`src/rtl/fir_pkg.sv`:
```
// rtl/fir_pkg.sv - shared widths and capture FSM state encoding for the FIR capture sink
package fir_pkg;

  localparam int DATA_W_DEF  = 16;
  localparam int FRAME_CNT_W = 16;

  typedef enum logic [1:0] {
    IDLE    = 2'd0,
    CAPTURE = 2'd1,
    DONE    = 2'd2
  } cap_state_t;

endpackage

```
`src/rtl/fir_sync_fifo.sv`:
```
// rtl/fir_sync_fifo.sv - first-word-fall-through FIFO with occupancy count
module fir_sync_fifo #(
  parameter int DATA_W = 16,
  parameter int DEPTH  = 8
) (
  input  logic                     clk,
  input  logic                     reset,
  input  logic                     push,
  input  logic [DATA_W-1:0]        push_data,
  input  logic                     pop,
  output logic [DATA_W-1:0]        head_data,
  output logic [$clog2(DEPTH):0]   level,
  output logic                     full,
  output logic                     empty
);

  localparam int AW = $clog2(DEPTH);
  localparam int LW = AW + 1;

  logic [DATA_W-1:0] mem [DEPTH];
  logic [AW-1:0]     wr_ptr;
  logic [AW-1:0]     rd_ptr;

  assign full      = (level == LW'(DEPTH));
  assign empty     = (level == '0);
  assign head_data = mem[rd_ptr];

  // Storage carries no reset: contents are only observable while level says so.
  always_ff @(posedge clk) begin
    if (push) begin
      mem[wr_ptr] <= push_data;
    end
  end

  always_ff @(posedge clk or negedge reset) begin
    if (!reset) begin
      wr_ptr <= '0;
      rd_ptr <= '0;
      level  <= '0;
    end else begin
      if (push) begin
        wr_ptr <= wr_ptr + AW'(1);
      end
      if (pop) begin
        rd_ptr <= rd_ptr + AW'(1);
      end
      if (push && !pop) begin
        level <= level + LW'(1);
      end else if (pop && !push) begin
        level <= level - LW'(1);
      end
    end
  end

endmodule

```
`src/rtl/fir_capture_sink.sv`:
```
// rtl/fir_capture_sink.sv - captures a fixed-length frame of FIR output into a FWFT FIFO
module fir_capture_sink
  import fir_pkg::*;
#(
  parameter int DATA_W    = DATA_W_DEF,
  parameter int DEPTH     = 8,
  parameter int FRAME_LEN = 16
) (
  input  logic                   clk,
  input  logic                   reset,
  input  logic                   start,
  input  logic                   in_valid,
  input  logic [DATA_W-1:0]      in_data,
  output logic                   out_valid,
  input  logic                   out_ready,
  output logic [DATA_W-1:0]      out_data,
  output logic [$clog2(DEPTH):0] level,
  output logic                   busy,
  output logic                   done,
  output logic                   overflow,
  input  logic                   clr_ovf
);

  cap_state_t             state_q;
  cap_state_t             state_d;
  logic [FRAME_CNT_W-1:0] frame_cnt;
  logic                   offer;
  logic                   push;
  logic                   pop;
  logic                   drop;
  logic                   last_sample;
  logic                   full;
  logic                   empty;

  // Every offered sample counts toward the frame, stored or dropped.
  assign offer       = (state_q == CAPTURE) && in_valid;
  assign pop         = !empty && out_ready;
  assign push        = offer && (!full || pop);
  assign drop        = offer && full && !pop;
  assign last_sample = offer && (frame_cnt == FRAME_CNT_W'(FRAME_LEN - 1));
  assign out_valid   = !empty;

  fir_sync_fifo #(
    .DATA_W (DATA_W),
    .DEPTH  (DEPTH)
  ) u_fifo (
    .clk       (clk),
    .reset     (reset),
    .push      (push),
    .push_data (in_data),
    .pop       (pop),
    .head_data (out_data),
    .level     (level),
    .full      (full),
    .empty     (empty)
  );

  always_ff @(posedge clk or negedge reset) begin
    if (!reset) begin
      state_q <= IDLE;
    end else begin
      state_q <= state_d;
    end
  end

  always_comb begin
    state_d = state_q;
    busy    = 1'b0;
    done    = 1'b0;
    case (state_q)
      IDLE: begin
        if (start) begin
          state_d = CAPTURE;
        end
      end
      CAPTURE: begin
        busy = 1'b1;
        if (last_sample) begin
          state_d = DONE;
        end
      end
      DONE: begin
        done = 1'b1;
        if (start) begin
          state_d = CAPTURE;
        end
      end
      default: begin
        state_d = IDLE;
      end
    endcase
  end

  // Arming clears the count; start during CAPTURE must not restart the frame.
  always_ff @(posedge clk or negedge reset) begin
    if (!reset) begin
      frame_cnt <= '0;
    end else if (start && (state_q != CAPTURE)) begin
      frame_cnt <= '0;
    end else if (offer) begin
      frame_cnt <= frame_cnt + FRAME_CNT_W'(1);
    end
  end

  always_ff @(posedge clk or negedge reset) begin
    if (!reset) begin
      overflow <= 1'b0;
    end else if (drop) begin
      overflow <= 1'b1;
    end else if (clr_ovf) begin
      overflow <= 1'b0;
    end
  end

endmodule

```
`config.mk`:
```
export PLATFORM = sky130hd
export DESIGN_NAME = fir_capture_sink
export DESIGN_NICKNAME = d
export VERILOG_FILES = /design/src/rtl/fir_pkg.sv /design/src/rtl/fir_sync_fifo.sv /design/src/rtl/fir_capture_sink.sv
export SDC_FILE = /design/constraint.sdc
export NUM_CORES = 1
export LEC_CHECK = 0
export CORE_MARGIN = 4
export CORE_UTILIZATION = 58
export CTS_CLUSTER_SIZE = 14
export DETAILED_ROUTE_END_ITERATION = 12
export PLACE_DENSITY = 0.88
export SYNTH_ARGS = -nofsm -noshare
export SYNTH_HDL_FRONTEND = slang
export SYNTH_SLANG_ARGS = --single-unit
export TNS_END_PERCENT = 5
```
`constraint.sdc`:
```
create_clock -name clk -period 3.64 [get_ports clk]
set_clock_uncertainty 0.05 [all_clocks]
set_input_delay 0.91 -clock clk [delete_from_list [all_inputs] [get_ports clk]]
set_output_delay 0.91 -clock clk [all_outputs]
set_load 0.01 [all_outputs]
```
# Word-level counts from Yosys, hierarchy flattened
# Memories as Yosys holds them, arrays and structs flattened.
# Index checks and enable logic that the tools add are counted.
dict set report totals {
  mem_count 1
  in_bits 22
  ram_bits 128
  register_bits 29
}
# name words word_bits rd rd_ports_with_merged_regs wr line
set memory_table {}
lappend memory_table {u_fifo.mem 8 16 1 0 1 fir_sync_fifo.sv:20} ;# logic [DATA_W-1:0] mem [DEPTH];
dict set report op_classes {
  addsub 5
  n_eq_ne 7
  n_reduce_logical 21
  mux 13
}
# operator n
set op_table {}
lappend op_table {{two-way mux 16 bit} 2}
lappend op_table {{adder 16 x 1 -> 16 bit (second input constant)} 1}
lappend op_table {{equality test 16 x 4 -> 1 bit (second input constant)} 1}
lappend op_table {{logical AND 1 bit} 9}
lappend op_table {{two-way mux 4 bit} 2}
lappend op_table {{adder 3 x 1 -> 3 bit (second input constant)} 2}
lappend op_table {{two-way mux 1 bit} 6}
lappend op_table {{nonzero test 2 bit} 3}
lappend op_table {{adder 4 x 1 -> 4 bit (second input constant)} 1}
lappend op_table {{equality test 4 bit (second input constant)} 1}
lappend op_table {{logical NOT 1 bit} 4}
lappend op_table {{logical NOT 4 bit} 1}
lappend op_table {{two-way mux 2 bit} 2}
lappend op_table {{!= test 2 x 1 -> 1 bit (second input constant)} 2}
lappend op_table {{case mux 2 bit (2 select lines)} 1}
lappend op_table {{subtractor 4 x 1 -> 4 bit (second input constant)} 1}
lappend op_table {{equality test 2 x 1 -> 1 bit (second input constant)} 1}
lappend op_table {{equality test 2 bit (second input constant)} 1}
lappend op_table {{logical NOT 2 bit} 1}
lappend op_table {{!= test 2 bit (second input constant)} 1}
lappend op_table {{AND reduction 2 bit} 1}
lappend op_table {{OR reduction 2 bit} 1}
lappend op_table {{logical OR 1 bit} 1}

# Longest topological paths before layout
dict set report depth {
  ltp_word 9
  ltp_mapped 10
}

# By module
# A second synthesis with hierarchy kept.
dict set report unflattened {
  hier_cells 352
  area_unflattened_um2 6508.7
}
# mod cells_per_inst seq_area_each_um2 n_inst area_each_um2
set modules_own_cells {}
lappend modules_own_cells {fir_sync_fifo 246 4093.9 1 5516.5}
lappend modules_own_cells {fir_capture_sink 106 475.5 1 992.2}

# Worst setup path after synthesis
# OpenSTA, ideal clock, no wires.
dict set report synth_path {
  path_kind {input-to-reg}
  from {input in_valid}
  to {memory u_fifo.mem[0][0], enable pin}
  path_buffers 0
  t_required_ns 3.181
  stages 4
  arrival_time_ns 2.630
  setup_ns 0.409
  setup_slack_ns 0.551
  path_cell_list {nand3b_1 > a31oi_2 > nand2b_1 > nor3_1}
}
dict set report synth_between {
  elab_chain_cells 4
}
# element line
set synth_lines {}
lappend synth_lines {{from (decl)} fir_capture_sink.sv:12} ;# input logic in_valid,
lappend synth_lines {{logical AND 1 bit} fir_capture_sink.sv:36} ;# assign offer = (state_q == CAPTURE) && in_valid;
lappend synth_lines {{logical AND 1 bit} fir_capture_sink.sv:38} ;# assign push = offer && (!full || pop);
lappend synth_lines {{net push} fir_capture_sink.sv:28} ;# logic push;
lappend synth_lines {{two-way mux 1 bit} fir_sync_fifo.sv:30} ;# if (push) begin
lappend synth_lines {{two-way mux 1 bit (not written as such)} fir_sync_fifo.sv:31} ;# mem[wr_ptr] <= push_data;
lappend synth_lines {{to (decl)} fir_sync_fifo.sv:20}
# The timed path passes the listed nets, and every way through them passes these cells.

# Final worst setup path
dict set report layout_path {
  from {register u_fifo.rd_ptr[0]}
  to {output out_data[5]}
}
dict set report layout_between {
  elab_chain_cells 1
}
# element line
set layout_lines {}
lappend layout_lines {{from (decl)} fir_sync_fifo.sv:22} ;# logic [AW-1:0] rd_ptr;
lappend layout_lines {{from (signal assigned)} fir_sync_fifo.sv:45} ;# rd_ptr <= rd_ptr + AW'(1);
lappend layout_lines {{memory (8 x 16 bit)} n/a}
lappend layout_lines {{to (decl)} fir_capture_sink.sv:16} ;# output logic [DATA_W-1:0] out_data,
# No other way between the ends.

==> results.ini <==
[floorplanning]
die_h_um=114
die_area_um2=12900
row_count=38
dieWidth_um=114
initial_core_util_pct=59.5
core_area_um2=10900
pin_count=46

[sta]
worst_pin_slew_ns=0.949
rsz0062_at_grt=no
maxSlewViolCount=0
post-route-min-period_ns=3.52
fin_worst_hold_slack_ns=0.493
finalHoldViolations=0
max_freq_mhz=284
fin_crit_sh_pct=96.8
setup_violations=0
tns_ns=0
setup_ws_ns=0.118
max_slew_margin_pct=36.6

[synth]
synth_top_area_share_pct=59.3
syn_area_um2=6480
synth_commonest_cells=edfxtp_1, dfrtp_1, mux4_1
ys_top_cells_by_area=edfxtp_1, dfrtp_1, mux4_1
ys_async_sr_fraction_pct=18.5
synth_seq_area_share_pct=70.5
yosys.area.top_type=edfxtp_1
yosys_warnings=0
synth-edff-count=128
post-synth-top-count-cell=edfxtp_1
syn-num-nets=375
synth.distinct_cells=37
avgSynthCellArea_um2=18.7
yosys_most_used_dff=edfxtp_1
ys_seq_elements=157
netlist_instances=346

[place]
placed_cells=544
port_buffers=45
pre_cts_ws_ns=0.119
gp_congestion=0.805
dpl.hpwl_um=7730
place_area_um2=7240

[run_status]
status=complete, no violations

[pwr]
netSwitchingFraction_pct=29.8
intPower_w=0.00428
combPwrFrac_pct=33.6
power_switching_w=0.00182
leakage_nw=2.82
p_seq_share_pct=40.0
vdd_drop_max_mv=0.380
pwr-share-clk_pct=26.4
power_density_nw_per_um2=783

[clock_network]
clk_path_buf_depth=2
cts_sinks=157
cts_resized=0
cts_inserted_buffers=17
cts-root-buf=clkbuf_8
cts.htree.levels=4
clock_latency_ns=0.53
cts_tree=built
path_clk_slew_ns=0.06

[finish]
fin_area_um2=7780
layout-drive-gt1-share_pct=20.1
num-nets-final=453
area.growth.synth_to_final_pct=20.1
antenna_cells=0
stdcell_count=577

[job]
maxCapViolCount=0

[route]
wirelength_um=12800
viasPerCell=6.12
wl_per_cell_um=22.1
dr_total_vias=3530
firstDrtPassIters=5
antenna_left=0
drt-initial-drc-count=303
drcViolationCount=0

[global_routing]
grt_overflow_total=0
grt_max_degree=22
grtUsageTotal_pct=21.7
grt_pass1_vias=3700
antenna_found_initial=0
grt_pass1_wl_um=20600

[min_path]
holdPathStages=1
hold_path.class=reg -> reg
min-delay-start=frame_cnt[14]$_DFFE_PN0P_
holdPathEnd=frame_cnt[14]$_DFFE_PN0P_

[worst_setup_path]
cp-end-kind=primary output
critPathKind=reg -> out
cp-start-kind=flip-flop
rrSetupSlack_ns=0.76
ff2ff_path_depth=9
crit_arrival_ns=2.56
timing.rr.end=u_fifo.level[3]$_DFFE_PN0P_
worst_ep_required_time_ns=2.68
cp_max_fo=8
r2r-start=u_fifo.level[0]$_DFFE_PN0P_

==> sequential cells by signal, summed over array words and instances, names as in the netlist <==
| name | cells |
|---|---|
| frame_cnt | 16 |
| u_fifo.rd_ptr | 3 |
| u_fifo.mem | 128 |
| state_q | 2 |
| u_fifo.wr_ptr | 3 |
| u_fifo.level | 4 |
| overflow | 1 |
==> placed cells by master, fill, tap and decap left out, drive strengths merged, types with 8 or more instances in the layout <==
cell type,n
buf,25
clkbuf,20
clkdlybuf4s50,45
dfrtp,29
edfxtp,128
inv,11
mux2,19
mux4,32
nand2,22
nor2,17
nor3,8
xnor2,10
==> how the worst max path moves through the flow <==
| stage | slack, ns | startpoint | depth (start not counted) | end |
|---|---|---|---|---|
| after detailed placement | 0.12 | in_valid | 9 | u_fifo.level[3]$_DFFE_PN0P_ |
| after global placement | 0.31 | in_valid | 9 | u_fifo.level[3]$_DFFE_PN0P_ |
| final | 0.12 | u_fifo.rd_ptr[0]$_DFFE_PN0N_ | 4 | out_data[5] |
| after CTS | 0.08 | u_fifo.rd_ptr[0]$_DFFE_PN0N_ | 4 | out_data[5] |
| after global routing | 0.05 | u_fifo.rd_ptr[0]$_DFFE_PN0N_ | 4 | out_data[5] |
| after floorplan | 0.55 | in_valid | 4 | u_fifo.mem[0][0]$_DFFE_PP_ |
==> power groups by stage <==
stage	clock [W]	combinational [W]	sequential [W]
3_3_place_gp	0	0.00194	0.00246
3_5_place_dp	0	0.00202	0.00248
4_1_cts	0.00164	0.00208	0.00244
6_report	0.00161	0.00205	0.00244
2_1_floorplan	0	0.00125	0.00242
5_1_grt	0.00172	0.00221	0.00247
==> stage by stage <==
step	utilization (%)	total power, W
floorplan	-	0.00367
global placement	66.5	0.00441
detailed placement	66.5	0.00450
CTS	71.5	0.00616
global route	71.5	0.00640
finish	71.5	0.00610
==> routing by layer <==
layer | vias up | routed length (um) | GRT usage (%)
met1 | 1790 | 4840 | 26.8
met5 | - | 0 | 0
met2 | 159 | 6830 | 37.1
li1 | 1553 | - | -
met4 | 0 | 242 | 8.49
met3 | 28 | 831 | 5.31
==> area by class of cell <==
type	count	area [um^2]
Tap cell	140	175
Timing Repair Buffer	70	651
Inverter	7	26.3
Multi-Input combinational cell	171	1830
Clock inverter	12	111
Fill cell	638	3100
Clock buffer	20	425
Sequential cell	157	4570
==> critical path: stages (launching register included) <==
cell and delay [ns]:
dfrtp_2 0.42, buf_4 0.23, mux4_1 0.62, mux2_2 0.29
clkdlybuf4s50_1 0.48
==> cells by family after synthesis <==
logic type,count (synthesis),share of synthesized area (%)
AOI/OAI and AO/OA,15,1.60
xor gates and xnor gates,13,1.76
adders and majority gates,7,1.47
buffers and inverters,18,1.51
DFF,157,70.5
muxes,57,16.8
and+or+nand+nor,79,6.39
==> timing repair <==
action | in CTS | in global routing
setup buffers | 1 | 0
endpoints found under the setup margin | 11 | 0
hold buffers | 0 | 0
(Power assumes the default switching activity.)
